===== src/rtl/vec_mac_feeder_if.sv =====
// Signal bundle between vec_mac_feeder and its controller, operand SRAMs and vec_mac instance.
// master is the feeder's view; slave is the view of everything around it.
interface vec_mac_feeder_if #(
    parameter int unsigned WIDTH    = 16,
    parameter int unsigned N        = 8,
    parameter int unsigned NUM_MACS = 2,
    parameter int unsigned ADDR_W   = 16
);
    localparam int unsigned Lanes = NUM_MACS * N;

    // Command channel
    logic                     cmd_valid;
    logic                     cmd_ready;
    logic [ADDR_W-1:0]        cmd_base_a;
    logic [ADDR_W-1:0]        cmd_base_b;
    logic [31:0]              cmd_row_size;
    logic [15:0]              cmd_num_rows;
    logic                     cmd_done;
    logic                     cmd_err;

    // Operand SRAM read port (shared strobe)
    logic                     mem_rd_en;
    logic [ADDR_W-1:0]        mem_rd_addr_a;
    logic [ADDR_W-1:0]        mem_rd_addr_b;
    logic [Lanes*WIDTH-1:0]   mem_rd_data_a;
    logic [Lanes*WIDTH-1:0]   mem_rd_data_b;

    // vec_mac side
    logic [Lanes*WIDTH-1:0]   vector_A;
    logic [Lanes*WIDTH-1:0]   vector_B;
    logic                     vec_start;
    logic [31:0]              vec_row_size;
    logic                     mac_done;
    logic [2*WIDTH-1:0]       mac_result;

    // Result stream
    logic                     res_valid;
    logic [2*WIDTH-1:0]       res_data;
    logic [15:0]              res_row;

    modport master (
        input  cmd_valid, cmd_base_a, cmd_base_b, cmd_row_size, cmd_num_rows,
        input  mem_rd_data_a, mem_rd_data_b, mac_done, mac_result,
        output cmd_ready, cmd_done, cmd_err,
        output mem_rd_en, mem_rd_addr_a, mem_rd_addr_b,
        output vector_A, vector_B, vec_start, vec_row_size,
        output res_valid, res_data, res_row
    );

    modport slave (
        output cmd_valid, cmd_base_a, cmd_base_b, cmd_row_size, cmd_num_rows,
        output mem_rd_data_a, mem_rd_data_b, mac_done, mac_result,
        input  cmd_ready, cmd_done, cmd_err,
        input  mem_rd_en, mem_rd_addr_a, mem_rd_addr_b,
        input  vector_A, vector_B, vec_start, vec_row_size,
        input  res_valid, res_data, res_row
    );
endinterface


===== src/rtl/vec_mac_feeder.sv =====
// Operand streamer and result collector for vec_mac: reads row chunks from two SRAMs, drives
// zero-padded LANES-wide vectors, captures one result per mac_done and reports completion.
module vec_mac_feeder #(
    parameter int unsigned WIDTH    = 16,
    parameter int unsigned N        = 8,
    parameter int unsigned NUM_MACS = 2,
    parameter int unsigned ADDR_W   = 16,
    parameter int unsigned DONE_TMO = 64
) (
    input logic              clk,
    input logic              rst,
    vec_mac_feeder_if.master bus
);
    localparam int unsigned Lanes = NUM_MACS * N;
    localparam int unsigned DataW = Lanes * WIDTH;
    localparam int unsigned RemW  = $clog2(Lanes + 1);
    localparam int unsigned TmoW  = (DONE_TMO > 1) ? $clog2(DONE_TMO) : 1;

    typedef enum logic [1:0] {StIdle, StStream, StWaitDone} state_e;

    state_e state_q, state_d;

    logic              ready_en_q;
    logic [31:0]       row_size_q;
    logic [15:0]       num_rows_q;
    logic [31:0]       cpr_q;
    logic [RemW-1:0]   rem_q;
    logic [ADDR_W-1:0] ptr_a_q;
    logic [ADDR_W-1:0] ptr_b_q;
    logic [31:0]       chunk_q;
    logic [15:0]       row_q;
    logic              rd_active_q;
    logic              p1_valid_q;
    logic              p1_last_q;
    logic              vec_start_q;
    logic [DataW-1:0]  vec_a_q;
    logic [DataW-1:0]  vec_b_q;
    logic [15:0]       rows_done_q;
    logic              res_valid_q;
    logic [2*WIDTH-1:0] res_data_q;
    logic [15:0]       res_row_q;
    logic              done_q;
    logic              err_q;
    logic [TmoW-1:0]   tmo_q;

    logic              cmd_ready;
    logic              accept;
    logic              cmd_empty;
    logic [31:0]       row_mod;
    logic [31:0]       cpr_d;
    logic [RemW-1:0]   rem_d;
    logic              rd_en;
    logic              rd_last_chunk;
    logic              rd_last;
    logic              mac_cap;
    logic [15:0]       rows_next;
    logic              all_rows;
    logic              tmo_hit;
    logic              wait_exit;
    logic [DataW-1:0]  lane_mask;

    // Command decode: chunks per row and the number of live lanes in a row's last chunk.
    assign accept    = bus.cmd_valid && cmd_ready;
    assign cmd_empty = (bus.cmd_row_size == '0) || (bus.cmd_num_rows == '0);
    assign row_mod   = bus.cmd_row_size % Lanes;
    assign cpr_d     = (bus.cmd_row_size / Lanes) + {31'd0, row_mod != '0};
    assign rem_d     = (row_mod == '0) ? RemW'(Lanes) : RemW'(row_mod);

    assign rd_en         = (state_q == StStream) && rd_active_q;
    assign rd_last_chunk = (chunk_q == cpr_q - 32'd1);
    assign rd_last       = rd_last_chunk && (row_q == num_rows_q - 16'd1);

    assign mac_cap   = bus.mac_done && (state_q != StIdle);
    assign rows_next = rows_done_q + 16'(mac_cap);
    assign all_rows  = (rows_done_q == num_rows_q) || (mac_cap && (rows_next == num_rows_q));
    assign tmo_hit   = (tmo_q == TmoW'(DONE_TMO - 1));
    assign wait_exit = all_rows || tmo_hit;

    always_comb begin
        lane_mask = '0;
        for (int i = 0; i < int'(Lanes); i++) begin
            if (!p1_last_q || (i < int'(rem_q))) begin
                lane_mask[i*WIDTH +: WIDTH] = '1;
            end
        end
    end

    always_ff @(posedge clk) begin
        if (!rst) begin
            state_q <= StIdle;
        end else begin
            state_q <= state_d;
        end
    end

    always_comb begin
        state_d = state_q;
        unique case (state_q)
            StIdle: begin
                if (accept && !cmd_empty) begin
                    state_d = StStream;
                end
            end
            StStream: begin
                // Leave once every read has been issued and its data has reached the outputs.
                if (!rd_active_q && !p1_valid_q) begin
                    state_d = StWaitDone;
                end
            end
            StWaitDone: begin
                if (wait_exit) begin
                    state_d = StIdle;
                end
            end
            default: state_d = StIdle;
        endcase
    end

    always_comb begin
        cmd_ready         = (state_q == StIdle) && ready_en_q;
        bus.cmd_ready     = cmd_ready;
        bus.mem_rd_en     = rd_en;
        bus.mem_rd_addr_a = rd_en ? ptr_a_q : '0;
        bus.mem_rd_addr_b = rd_en ? ptr_b_q : '0;
        bus.vector_A      = vec_a_q;
        bus.vector_B      = vec_b_q;
        bus.vec_start     = vec_start_q;
        bus.vec_row_size  = row_size_q;
        bus.res_valid     = res_valid_q;
        bus.res_data      = res_data_q;
        bus.res_row       = res_row_q;
        bus.cmd_done      = done_q;
        bus.cmd_err       = err_q;
    end

    always_ff @(posedge clk) begin
        if (!rst) begin
            ready_en_q  <= 1'b0;
            row_size_q  <= '0;
            num_rows_q  <= '0;
            cpr_q       <= '0;
            rem_q       <= '0;
            ptr_a_q     <= '0;
            ptr_b_q     <= '0;
            chunk_q     <= '0;
            row_q       <= '0;
            rd_active_q <= 1'b0;
            p1_valid_q  <= 1'b0;
            p1_last_q   <= 1'b0;
            vec_start_q <= 1'b0;
            vec_a_q     <= '0;
            vec_b_q     <= '0;
            rows_done_q <= '0;
            res_valid_q <= 1'b0;
            res_data_q  <= '0;
            res_row_q   <= '0;
            done_q      <= 1'b0;
            err_q       <= 1'b0;
            tmo_q       <= '0;
        end else begin
            ready_en_q  <= 1'b1;
            done_q      <= 1'b0;
            err_q       <= 1'b0;
            res_valid_q <= 1'b0;

            if (accept) begin
                row_size_q  <= bus.cmd_row_size;
                num_rows_q  <= bus.cmd_num_rows;
                cpr_q       <= cpr_d;
                rem_q       <= rem_d;
                ptr_a_q     <= bus.cmd_base_a;
                ptr_b_q     <= bus.cmd_base_b;
                chunk_q     <= '0;
                row_q       <= '0;
                rows_done_q <= '0;
                rd_active_q <= !cmd_empty;
                done_q      <= cmd_empty;
            end

            // Rows are contiguous in memory, so one running pointer per SRAM suffices.
            if (rd_en) begin
                ptr_a_q <= ptr_a_q + ADDR_W'(1);
                ptr_b_q <= ptr_b_q + ADDR_W'(1);
                if (rd_last_chunk) begin
                    chunk_q <= '0;
                    row_q   <= row_q + 16'd1;
                end else begin
                    chunk_q <= chunk_q + 32'd1;
                end
                if (rd_last) begin
                    rd_active_q <= 1'b0;
                end
            end

            p1_valid_q  <= rd_en;
            p1_last_q   <= rd_en && rd_last_chunk;
            vec_start_q <= p1_valid_q;
            vec_a_q     <= p1_valid_q ? (bus.mem_rd_data_a & lane_mask) : '0;
            vec_b_q     <= p1_valid_q ? (bus.mem_rd_data_b & lane_mask) : '0;

            if (mac_cap) begin
                res_data_q  <= bus.mac_result;
                res_row_q   <= rows_done_q;
                rows_done_q <= rows_next;
                res_valid_q <= 1'b1;
            end

            if (state_q == StWaitDone) begin
                tmo_q <= tmo_q + TmoW'(1);
                if (wait_exit) begin
                    done_q <= 1'b1;
                    err_q  <= !all_rows;
                end
            end else begin
                tmo_q <= '0;
            end
        end
    end
endmodule

===== src/flat_wrapper.sv =====
// flat-port wrapper written by rule: the top's interface ports become plain ports
module vec_mac_feeder_flat 
#(
    parameter int unsigned WIDTH    = 16,
    parameter int unsigned N        = 8,
    parameter int unsigned NUM_MACS = 2,
    parameter int unsigned ADDR_W   = 16,
    parameter int unsigned DONE_TMO = 64
)
  (clk, rst, bus_cmd_valid, bus_cmd_base_a, bus_cmd_base_b, bus_cmd_row_size, bus_cmd_num_rows, bus_mem_rd_data_a, bus_mem_rd_data_b, bus_mac_done, bus_mac_result, bus_cmd_ready, bus_cmd_done, bus_cmd_err, bus_mem_rd_en, bus_mem_rd_addr_a, bus_mem_rd_addr_b, bus_vector_A, bus_vector_B, bus_vec_start, bus_vec_row_size, bus_res_valid, bus_res_data, bus_res_row);
  vec_mac_feeder_if #(.WIDTH(WIDTH), .N(N), .NUM_MACS(NUM_MACS), .ADDR_W(ADDR_W)) bus_i ();
  input logic clk;
  input logic rst;
  input wire logic [$bits(bus_i.cmd_valid)-1:0] bus_cmd_valid;
  input wire logic [$bits(bus_i.cmd_base_a)-1:0] bus_cmd_base_a;
  input wire logic [$bits(bus_i.cmd_base_b)-1:0] bus_cmd_base_b;
  input wire logic [$bits(bus_i.cmd_row_size)-1:0] bus_cmd_row_size;
  input wire logic [$bits(bus_i.cmd_num_rows)-1:0] bus_cmd_num_rows;
  input wire logic [$bits(bus_i.mem_rd_data_a)-1:0] bus_mem_rd_data_a;
  input wire logic [$bits(bus_i.mem_rd_data_b)-1:0] bus_mem_rd_data_b;
  input wire logic [$bits(bus_i.mac_done)-1:0] bus_mac_done;
  input wire logic [$bits(bus_i.mac_result)-1:0] bus_mac_result;
  output wire logic [$bits(bus_i.cmd_ready)-1:0] bus_cmd_ready;
  output wire logic [$bits(bus_i.cmd_done)-1:0] bus_cmd_done;
  output wire logic [$bits(bus_i.cmd_err)-1:0] bus_cmd_err;
  output wire logic [$bits(bus_i.mem_rd_en)-1:0] bus_mem_rd_en;
  output wire logic [$bits(bus_i.mem_rd_addr_a)-1:0] bus_mem_rd_addr_a;
  output wire logic [$bits(bus_i.mem_rd_addr_b)-1:0] bus_mem_rd_addr_b;
  output wire logic [$bits(bus_i.vector_A)-1:0] bus_vector_A;
  output wire logic [$bits(bus_i.vector_B)-1:0] bus_vector_B;
  output wire logic [$bits(bus_i.vec_start)-1:0] bus_vec_start;
  output wire logic [$bits(bus_i.vec_row_size)-1:0] bus_vec_row_size;
  output wire logic [$bits(bus_i.res_valid)-1:0] bus_res_valid;
  output wire logic [$bits(bus_i.res_data)-1:0] bus_res_data;
  output wire logic [$bits(bus_i.res_row)-1:0] bus_res_row;
  assign bus_i.cmd_valid = bus_cmd_valid;
  assign bus_i.cmd_base_a = bus_cmd_base_a;
  assign bus_i.cmd_base_b = bus_cmd_base_b;
  assign bus_i.cmd_row_size = bus_cmd_row_size;
  assign bus_i.cmd_num_rows = bus_cmd_num_rows;
  assign bus_i.mem_rd_data_a = bus_mem_rd_data_a;
  assign bus_i.mem_rd_data_b = bus_mem_rd_data_b;
  assign bus_i.mac_done = bus_mac_done;
  assign bus_i.mac_result = bus_mac_result;
  assign bus_cmd_ready = bus_i.cmd_ready;
  assign bus_cmd_done = bus_i.cmd_done;
  assign bus_cmd_err = bus_i.cmd_err;
  assign bus_mem_rd_en = bus_i.mem_rd_en;
  assign bus_mem_rd_addr_a = bus_i.mem_rd_addr_a;
  assign bus_mem_rd_addr_b = bus_i.mem_rd_addr_b;
  assign bus_vector_A = bus_i.vector_A;
  assign bus_vector_B = bus_i.vector_B;
  assign bus_vec_start = bus_i.vec_start;
  assign bus_vec_row_size = bus_i.vec_row_size;
  assign bus_res_valid = bus_i.res_valid;
  assign bus_res_data = bus_i.res_data;
  assign bus_res_row = bus_i.res_row;
  vec_mac_feeder #(.WIDTH(WIDTH), .N(N), .NUM_MACS(NUM_MACS), .ADDR_W(ADDR_W), .DONE_TMO(DONE_TMO)) u_core (.clk(clk), .rst(rst), .bus(bus_i));
endmodule

===== config.mk =====
export PLATFORM = sky130hd
export DESIGN_NAME = vec_mac_feeder_flat
export DESIGN_NICKNAME = d
export VERILOG_FILES = /design/src/rtl/vec_mac_feeder_if.sv /design/src/rtl/vec_mac_feeder.sv /design/src/flat_wrapper.sv
export SDC_FILE = /design/constraint.sdc
export NUM_CORES = 1
export LEC_CHECK = 0
export CAP_MARGIN = 40
export CORE_AREA = 2 2 488 490
export DETAILED_ROUTE_END_ITERATION = 8
export DIE_AREA = 0 0 490 492
export DONT_BUFFER_PORTS = 1
export HOLD_SLACK_MARGIN = 0.02
export MAX_ROUTING_LAYER = met4
export SLEW_MARGIN = 10
export SYNTH_ARGS = -nofsm -noshare
export SYNTH_HDL_FRONTEND = slang
export SYNTH_SLANG_ARGS = --single-unit

===== constraint.sdc =====
create_clock -name clk -period 5.75 [get_ports clk]
set_input_delay 1.4375 -clock clk [delete_from_list [all_inputs] [get_ports clk]]
set_output_delay 1.4375 -clock clk [all_outputs]
set_load 0.01 [all_outputs]

==> run_results.csv, run 1 <==
group,metric,value,unit
status,status,"completed",
yosys,yosys-top-cells-count,"dfxtp_1, and2_1, nand2_1",
yosys,synthAdderAreaFrac,0.562,%
worst_hold_path,hp-class,"register to register",
placed_design,place_congestion,0.975,
route,drtPass1Iterations,6,
yosys,ys.flop_type,"dfxtp_1",
power_and_ir_drop,p_per_area,355,mW/mm2
floorplan,die-area,0.241,mm2
sta,fmax,233,MHz
yosys,synth_area_leaders,"dfxtp_1, and2_1, nand2_1",
cts,cts_resized,0,
sta,tightest_slew,0.904,ns
cts,holdBufCountCts,0,
route,routed_wl,210,mm
sta,period_needed,4.29,ns
cells_and_area,fillers,26563,
sta,holdWs,0.468,ns
cts,clkLatencyLatePin,0.77,ns
floorplan,num_io_pins,1258,
global_routing,overflow,0,
sta,final-setup-viol-count,0,
yosys,synth_seq_cells,754,
critical_path,reg2reg_from,"u_core.cpr_q[0]",
critical_path,cp_data_required_time,4.31,ns
yosys,avgSynthCellArea,9.54,um2
route,drc,0,
placed_design,port_buffers,0,
yosys,yosys_warnings,0,
cts,cts.clk_slew.worst_paths,0.06,ns
sta,final.setup.tns,0,ns
cts,cts_setup_buffers,0,
critical_path,arrival,2.85,ns
placed_design,hpwl,180,mm
global_routing,grt_use_total,17.2,%
route,postRouteAntennaNets,0,
global_routing,antenna_found_initial,243,
job,drv_cap,0,
critical_path,timing.rr.end,"u_core.chunk_q[18]",
yosys,synth_top_area_share,56.5,%
yosys,synth_area,0.0267,mm2
sta,finalCritPeriodShare,74.6,%
yosys,synth.most_common_cell,"dfxtp_1",
global_routing,grt_max_degree,82,
route,drt_iter0_drc,1407,
cts,max-clock-path-buffers,3,
route,route.vias.total,21846,
floorplan,fp-row-count,179,
critical_path,worst-r2r-cell-count,12,
placed_design,place_area,0.0307,mm2
yosys,ys_async_sr_fraction,0,%
cells_and_area,syn2layout_area_growth,29.7,%
critical_path,worst_setup_path_start_kind,"register",
power_and_ir_drop,p_total,12300,uW
power_and_ir_drop,peakVddDrop,219,uV
floorplan,die_h,492,um
floorplan,die_x,490,um
power_and_ir_drop,power.static_leakage,0.0120,uW
critical_path,crit_type,"register to output port",
worst_hold_path,hold_end,"u_core.tmo_q[0]",
critical_path,worstSetupEndpointType,"output port",
sta,rsz0062_at_grt,"no",
sta,maxSlewViolCount,0,
cts,cts_root_buf,"clkbuf_16",
yosys,synth_edf_count,0,
route,wl_per_cell,33.6,um
critical_path,crit_fanout,33,
critical_path,regToRegSetupSlack,1.55,ns
worst_hold_path,whs_path_depth,1,
global_routing,grt_pass1_wl,256,mm
yosys,yosys.area_share.simple,26.5,%
yosys,syn_inst,2803,
cells_and_area,nets,3414,
yosys,yosysTopAreaCell,"dfxtp_1",
route,drt-vias-per-instance,3.50,
yosys,muxShareOfSynthArea,0.271,%
yosys,yosysSeqAreaShare,56.5,%
cells_and_area,post_route_cells_drive_above_1_share,9.38,%
global_routing,grt_pass1_vias,20574,
yosys,yosys.area_share.xor_xnor,3.96,%
cts,numCtsBuffers,97,
yosys,synth_top_family_by_area,"simple AND/OR/NAND/NOR gates",
sta,hold_viol,0,
yosys,syn-num-nets,3443,
worst_hold_path,hold_start,"u_core.tmo_q[0]",
sta,max_slew_margin,39.6,%
floorplan,core,0.236,mm2
yosys,ys_types,70,
yosys,synth_compound_area_share,9.05,%
cts,cts_tree,"built",
floorplan,initial_core_util,11.3,%
cells_and_area,design_area,0.0347,mm2
cts,cts_num_sinks,754,
sta,worst_clock_skew,0.101,ns
cts,cts_max_level,3,
==> cell usage in the layout (no fill, tap or decap), types with 7 or more instances in the layout <==
master      count
a211oi_1       46
a21o_1         14
a21oi_1       139
a21oi_4        10
a221oi_1        8
a222oi_1        8
a31oi_1        14
and2_1        518
and3_1         61
buf_16          7
buf_4          36
bufinv_16       7
clkbuf_1       15
clkbuf_16      97
clkbuf_8       11
clkinv_2       18
clkinv_4       10
clkinvlp_4      7
dfxtp_1       754
diode_2       227
ha_1           12
inv_1          32
inv_6           9
nand2_1       313
nand2b_1       15
nand3_1        72
nand4_1        40
nor2_1        120
nor3_1         31
nor3b_1        12
nor4_1         32
o211ai_1       10
o21ai_0        65
o311ai_0       11
or2_2          13
or3_1          26
or4_1          15
xnor2_1        72
xor2_1         49
==> registers in the layout, summed over array words and instances, names as in the netlist <==
name	count
u_core.ptr_b_q	16
u_core.bus.vector_B	256
u_core.ready_en_q	1
u_core.rd_active_q	1
u_core.p1_last_q	1
u_core.state_q	2
u_core.row_q	16
u_core.bus.res_valid	1
u_core.p1_valid_q	1
u_core.cpr_q	29
u_core.bus.cmd_err	1
u_core.ptr_a_q	16
u_core.bus.vec_row_size	32
u_core.num_rows_q	16
u_core.chunk_q	32
u_core.bus.vec_start	1
u_core.rows_done_q	16
u_core.bus.cmd_done	1
u_core.tmo_q	6
u_core.bus.res_row	16
u_core.bus.res_data	32
u_core.bus.vector_A	256
u_core.rem_q	5
==> area by class of cell <==
cell class              instances  area, um2  area share (%)
inverters                      35        136           0.393
flip-flops and latches        754      15100            43.5
diodes                        227        568            1.64
repair buffers                 52        618            1.78
clock inverters                58        689            1.99
multi-input cells            1834      11000            31.6
clock buffers                 123       2640            7.60
well taps                    3167       3960            11.4
==> through the flow <==
step | setup WS [ns] | cells | utilization [%]
after floorplan | 1.38 | 2803 | -
after global placement | 1.40 | 5824 | 12.9
after detailed placement | 1.33 | 5839 | 13.0
after CTS | 1.21 | 6020 | 14.4
after global routing | 1.23 | 6217 | 14.6
final | 1.46 | 6250 | 14.7
==> power by group <==
| part | total, uW | internal (uW) | leakage (uW) | switching [uW] |
|---|---|---|---|---|
| clock network | 6430 | 3620 | 0.00162 | 2800 |
| registers | 5400 | 5290 | 0.00609 | 112 |
| logic | 485 | 179 | 0.00431 | 306 |
| total | 12300 | 9100 | 0.0120 | 3220 |
==> worst max-delay path, cell delays in order (launching register included) <==
cell     delay, ns
dfxtp_1       0.42
nor2b_2       0.17
buf_4         0.35
nand2_2       0.48
buf_4         0.40
nor2_1        0.27
==> layer usage <==
metal  track usage, %  wire length, um  vias up
met5                -                0        -
met4             8.39            12700        0
li1                 -                -     9625
met3             9.43            25700      416
met1             17.6            77300    10377
met2             26.7            94100     1428
==> worst max path at each step <==
stage	startpoint	end	slack [ns]	cells after the start
3_3_place_gp	u_core.cpr_q[0]	u_core.chunk_q[5]	1.40	11
2_1_floorplan	bus_mac_done	u_core.bus.cmd_done	1.38	14
6_report	u_core.state_q[0]	bus_mem_rd_addr_b[3]	1.46	5
4_1_cts	u_core.cpr_q[0]	u_core.chunk_q[18]	1.21	11
5_1_grt	u_core.cpr_q[0]	u_core.chunk_q[18]	1.23	12
3_5_place_dp	u_core.cpr_q[0]	u_core.chunk_q[14]	1.33	11
==> logic make-up (layout without fill, tap and decap cells) <==
family,Yosys count,in the layout
and+or+nand+nor,1310,1310
DFF,754,754
AOI/OAI and AO/OA,384,384
buffers and inverters,215,268
xor gates and xnor gates,121,121
adders and majority gates,12,12
muxes,7,7
other,0,227
Note: power is estimated with default switching activity, not from simulation.
==> run 2: changes to the inputs <==
==> constraint.sdc (replaced) <==
create_clock -name clk -period 3.64 [get_ports clk]
set_input_delay 0.91 -clock clk [delete_from_list [all_inputs] [get_ports clk]]
set_output_delay 0.91 -clock clk [all_outputs]
set_load 0.01 [all_outputs]
==> run 2 against run 1 <==
Non-clock buffer count rose by 25. Via count fell by 0.83%. Clock power rose by 50%. Final cell count fell by 0.80%. Hold slack got worse by 0.25 ns. Register-to-register slack got worse by 1.4 ns. Critical path type is now register to register. Largest cell class unchanged. Die area did not move.
==> run_results.csv, run 2 (synthesis gave the netlist of run 1 again) <==
group,metric,value,unit
route,routed_wl,196,mm
cts,cts_setup_buffers,0,
critical_path,regToRegSetupSlack,0.19,ns
cts,max-clock-path-buffers,3,
critical_path,crit_type,"register to register",
route,drt-vias-per-instance,3.49,
cells_and_area,nets,3435,
floorplan,initial_core_util,11.3,%
sta,rsz0062_at_grt,"no",
power_and_ir_drop,comb_power_share,4.2,%
critical_path,crit_fanout,14,
global_routing,grt_use_total,16.0,%
power_and_ir_drop,p_total,19000,uW
route,wl_met1,68.6,mm
route,wl_met3,26.0,mm
cts,cts_num_sinks,754,
route,wl_per_cell,31.6,um
cells_and_area,mostFrequentLayoutCells,"dfxtp_1, and2_1, nand2_1",
placed_design,place_congestion,0.990,
sta,finalCritPeriodShare,94.9,%
power_and_ir_drop,power.static_leakage,0.0120,uW
power_and_ir_drop,clockPowerShare,50.9,%
power_and_ir_drop,p_per_area,552,mW/mm2
cells_and_area,final_common_cell,"dfxtp_1",
critical_path,reg2reg_from,"u_core.cpr_q[1]",
route,drtPass1Iterations,6,
sta,final-setup-viol-count,0,
route,drt_iter0_drc,1543,
sta,maxSlewViolCount,0,
cells_and_area,post_route_cells_drive_above_1_share,10.1,%
floorplan,fp-row-count,179,
route,met2WireLength,88.6,mm
worst_hold_path,hp-class,"input pin to register",
floorplan,die_x,490,um
critical_path,cp_data_required_time,4.27,ns
cts,cts_tree,"built",
power_and_ir_drop,power_frac_seq,44.9,%
route,highest_layer,"met4",
power_and_ir_drop,peakVddDrop,400,uV
floorplan,die-area,0.241,mm2
critical_path,worst_setup_path_start_kind,"register",
placed_design,port_buffers,0,
cts,cts_max_level,3,
placed_design,hpwl,168,mm
sta,tightest_slew,0.937,ns
critical_path,worst-r2r-cell-count,12,
sta,max_slew_margin,37.4,%
global_routing,grt_pass1_vias,20382,
critical_path,worstSetupEndpointType,"register",
power_and_ir_drop,intPower,14000,uW
cts,cts_root_buf,"clkbuf_16",
route,drc,0,
sta,fmax,290,MHz
floorplan,num_io_pins,1258,
sta,worst_clock_skew,0.0824,ns
cells_and_area,syn2layout_area_growth,28.7,%
global_routing,grt_pass1_wl,241,mm
cts,clkLatencyLatePin,0.76,ns
cts,cts.clk_slew.worst_paths,0.06,ns
power_and_ir_drop,switchingPower,4960,uW
global_routing,antenna_found_initial,209,
status,status,"completed",
floorplan,die_h,492,um
critical_path,timing.rr.end,"u_core.row_q[13]",
sta,period_needed,3.45,ns
worst_hold_path,whs_path_depth,0,
worst_hold_path,hold_end,"u_core.ready_en_q",
power_and_ir_drop,sw_frac_of_total,26.1,%
cts,numCtsBuffers,93,
floorplan,core,0.236,mm2
route,postRouteAntennaNets,0,
critical_path,arrival,4.08,ns
route,route.vias.total,21665,
job,drv_cap,0,
global_routing,overflow,0,
global_routing,grt_max_degree,79,
sta,final.setup.tns,0,ns
worst_hold_path,hold_start,"rst",
sta,hold_viol,0,
sta,holdWs,0.220,ns
-- run 2: changes by cell type in the layout (fill, tap and decap cells not counted), moves of 2 or more --
cell,previous run,this run
clkbuf_16,97,93
nor4_1,32,30
clkbuf_8,11,14
bufinv_16,7,4
buf_8,5,0
clkbuf_1,15,11
buf_16,7,1
buf_4,36,72
inv_8,2,4
clkinv_2,18,12
diode_2,227,164
-- run 2: final cells by class --
class	instances	area (um2)
fillers	26594	202000
flip-flops and latches	754	15100
multi-input cells	1834	11000
well taps	3167	3960
clock buffers	118	2560
repair buffers	77	648
clock inverters	51	576
diodes	164	410
inverters	35	136
-- run 2: what timing repair did --
item,4_1_cts,5_1_grt
gates resized for setup,2,4
hold endpoints to repair,0,0
pin swaps,0,1
endpoints found under the setup margin,16,18
hold buffers,0,0
-- run 2: critical path: stages (launching register included) --
cell and delay (ns):
dfxtp_1 0.34, inv_1 0.07, ha_1 0.15, or4b_1 0.47, or4_4 0.52, nor4_2 0.29
o21ai_1 0.12, nor4_2 0.35, buf_4 0.20, nand4b_4 0.19, buf_4 0.25, a211oi_1 0.26
a21o_1 0.12
-- run 2: how the worst max path moves through the flow --
stage	startpoint	slack, ns	endpoint
finish	u_core.cpr_q[1]	0.19	u_core.row_q[13]
global route	u_core.cpr_q[1]	0.003	u_core.row_q[11]
CTS	u_core.cpr_q[7]	0.07	u_core.row_q[13]
detailed placement	u_core.cpr_q[7]	-0.05	u_core.row_q[12]
global placement	u_core.cpr_q[1]	-0.02	u_core.row_q[2]
floorplan	bus_mac_done	0.05	u_core.bus.cmd_done
-- run 2: metal layers --
| layer | track usage, % | vias to the layer above |
|---|---|---|
| met5 | - | - |
| met4 | 8.16 | 0 |
| met3 | 8.75 | 412 |
| met2 | 25.1 | 1421 |
| met1 | 16.1 | 10257 |
| li1 | - | 9575 |
-- run 2: through the flow --
stage,instance area (um2),cells,util (%),setup WS [ns]
floorplan,26700,2803,-,0.0470
global route,34300,6164,14.5,0.00312
finish,34400,6200,14.6,0.187
global placement,30800,5865,13.0,-0.0244
detailed placement,30800,5866,13.0,-0.0452
CTS,33900,6035,14.4,0.0681
-- run 2: power by group through the flow --
stage	Clock [uW]	Sequential (uW)	Combinational, uW
finish	9670	8530	801
global route	10300	8540	894
CTS	10000	8530	797
detailed placement	0	8710	791
global placement	0	8710	785
floorplan	0	8620	587
==> run 3: changes to the inputs <==
--- a/config.mk
+++ b/config.mk
@@ -5,7 +5,6 @@
 export SDC_FILE = /design/constraint.sdc
 export NUM_CORES = 1
 export LEC_CHECK = 0
-export CAP_MARGIN = 40
 export CORE_AREA = 2 2 488 490
 export DETAILED_ROUTE_END_ITERATION = 8
 export DIE_AREA = 0 0 490 492
==> run 3 against run 2 <==
Global-route usage about the same. Combinational power about the same. Utilization about the same. Sequential power about the same. Register-to-register slack got worse by 0.02 ns. Final cell count about the same.
==> run_results.csv, run 3 (synthesis gave the netlist of run 1 again) <==
group,metric,value,unit
cts,max-clock-path-buffers,3,
critical_path,worst-r2r-cell-count,12,
floorplan,die-area,0.241,mm2
sta,hold_viol,0,
power_and_ir_drop,p_total,19300,uW
critical_path,cpPeakStageDelay,0.55,ns
worst_hold_path,whs_path_depth,0,
placed_design,hpwl,168,mm
power_and_ir_drop,power.static_leakage,0.0120,uW
sta,final-setup-viol-count,0,
critical_path,reg2reg_from,"u_core.cpr_q[7]",
sta,fmax,288,MHz
cts,cts_max_level,3,
placed_design,dp_slack,-0.0407,ns
route,drtPass1Iterations,6,
route,drt_iter0_drc,1579,
worst_hold_path,hold_start,"rst",
placed_design,place_area,0.0308,mm2
sta,tightest_slew,0.892,ns
power_and_ir_drop,peakVddDrop,443,uV
global_routing,grt_use_total,16.0,%
critical_path,crit_type,"register to register",
job,drv_cap,0,
cts,holdBufCountCts,0,
floorplan,initial_core_util,11.3,%
cells_and_area,nets,3435,
sta,worst_clock_skew,0.0989,ns
floorplan,die_h,492,um
critical_path,worst_setup_path_start_kind,"register",
cells_and_area,final_common_cell,"dfxtp_1",
cts,cts_tree,"built",
critical_path,worstSetupEndpointType,"register",
sta,maxSlewViolCount,0,
sta,setup_ws,0.171,ns
cts,cts.clk_slew.worst_paths,0.06,ns
status,status,"completed",
global_routing,grt_pass1_vias,20462,
critical_path,path_cells,"or4_1 -> buf_4 -> nor4_4 -> buf_4 -> xnor2_1 -> nand3_1 -> nor4_2 -> buf_4 -> nand4b_4 -> buf_4 -> a31oi_1 -> o22ai_1",
critical_path,cp_data_required_time,4.23,ns
critical_path,arrival,4.06,ns
cts,clkLatencyLatePin,0.79,ns
sta,rsz0062_at_grt,"yes",
global_routing,antenna_found_initial,211,
global_routing,grt_max_degree,79,
sta,max_slew_margin,40.2,%
critical_path,worst_path_most_repeated_cell,"buf_4",
sta,period_needed,3.47,ns
route,route.vias.total,21766,
sta,holdWs,0.226,ns
cts,cts_num_sinks,754,
cts,cts_root_buf,"clkbuf_16",
critical_path,crit_path_start,"u_core.cpr_q[7]",
global_routing,overflow,0,
sta,finalCritPeriodShare,95.3,%
critical_path,cpMaxStageDelayCell,"or4_1",
route,drc,0,
cells_and_area,regArea,0.0151,mm2
critical_path,cp_top_family,"simple AND/OR/NAND/NOR gates",
critical_path,cp.depth,12,
cts,numCtsBuffers,95,
route,postRouteAntennaNets,0,
route,drt-vias-per-instance,3.51,
sta,final.setup.tns,0,ns
cells_and_area,fillers,26588,
cts,cts_setup_buffers,0,
route,wl_per_cell,31.6,um
floorplan,num_io_pins,1258,
cells_and_area,design_area,0.0345,mm2
floorplan,core,0.236,mm2
cells_and_area,syn2layout_area_growth,29.0,%
critical_path,crit_fanout,22,
global_routing,grt_pass1_wl,241,mm
power_and_ir_drop,p_per_area,561,mW/mm2
floorplan,fp-row-count,179,
cells_and_area,multi_input_area,0.0110,mm2
route,routed_wl,196,mm
cells_and_area,post_route_cells_drive_above_1_share,10.2,%
cells_and_area,mostFrequentLayoutCells,"dfxtp_1, and2_1, nand2_1",
floorplan,die_x,490,um
placed_design,port_buffers,0,
worst_hold_path,hp-class,"input pin to register",
placed_design,place_congestion,0.990,
critical_path,path_buf_inv,4,
run 3: cell count changes in the layout (fill, tap and decap cells not counted), moves of 2 or more:
cell        previous run  this run
clkinvlp_4             6         8
clkinv_4              11         8
clkinv_2              12        15
diode_2              164       153
inv_6                 10        12
clkbuf_16             93        96
inv_8                  4         2
bufinv_16              4         6
run 3: stage by stage:
stage | util, % | instances
after global routing | 14.6 | 6185
final | 14.6 | 6194
after detailed placement | 13.0 | 5865
after floorplan | - | 2803
after CTS | 14.4 | 6041
after global placement | 13.0 | 5865
run 3: worst paths after layout:
path	endpoint	slack [ns]
min reg2reg	u_core.ptr_a_q[13]	0.49
max	u_core.chunk_q[4]	0.17
min	u_core.ready_en_q	0.23
max reg2reg	u_core.chunk_q[4]	0.17
run 3: layout make-up:
| type | count | area share, % |
|---|---|---|
| well taps | 3167 | 11.5 |
| inverters | 35 | 0.396 |
| clock buffers | 120 | 7.61 |
| diodes | 153 | 1.11 |
| repair buffers | 75 | 1.78 |
| multi-input cells | 1834 | 31.9 |
| clock inverters | 56 | 1.90 |
| flip-flops and latches | 754 | 43.8 |
run 3: power breakdown:
group / total (uW) / switching [uW] / leakage, uW / internal, uW
sequential: 8530 / 171 / 0.00609 / 8360
combinational: 801 / 491 / 0.00437 / 310
clock: 9990 / 4350 / 0.00159 / 5640
total: 19300 / 5020 / 0.0120 / 14300
run 3: timing repair:
| action | 4_1_cts | 5_1_grt |
|---|---|---|
| resized for setup | 1 | 5 |
| pin swaps | 0 | 1 |
| setup endpoints to repair | 15 | 32 |
| endpoints found under the hold margin | 0 | 0 |
run 3: layer usage:
layer	wire, um	global-route usage [%]	share of wire [%]	up-vias
met3	24800	9.01	13	412
met2	90500	25.6	46	1399
met1	69900	15.9	36	10375
met4	10500	7.03	5.4	0
met5	0	-	0	-
li1	-	-	-	9580
run 3: worst reg2reg max path: stages (launching register included):
cell and delay, ns:
dfxtp_1 0.37, or4_1 0.55, buf_4 0.19, nor4_4 0.34
buf_4 0.21, xnor2_1 0.12, nand3_1 0.11, nor4_2 0.42
buf_4 0.20, nand4b_4 0.20, buf_4 0.29, a31oi_1 0.20
o22ai_1 0.11
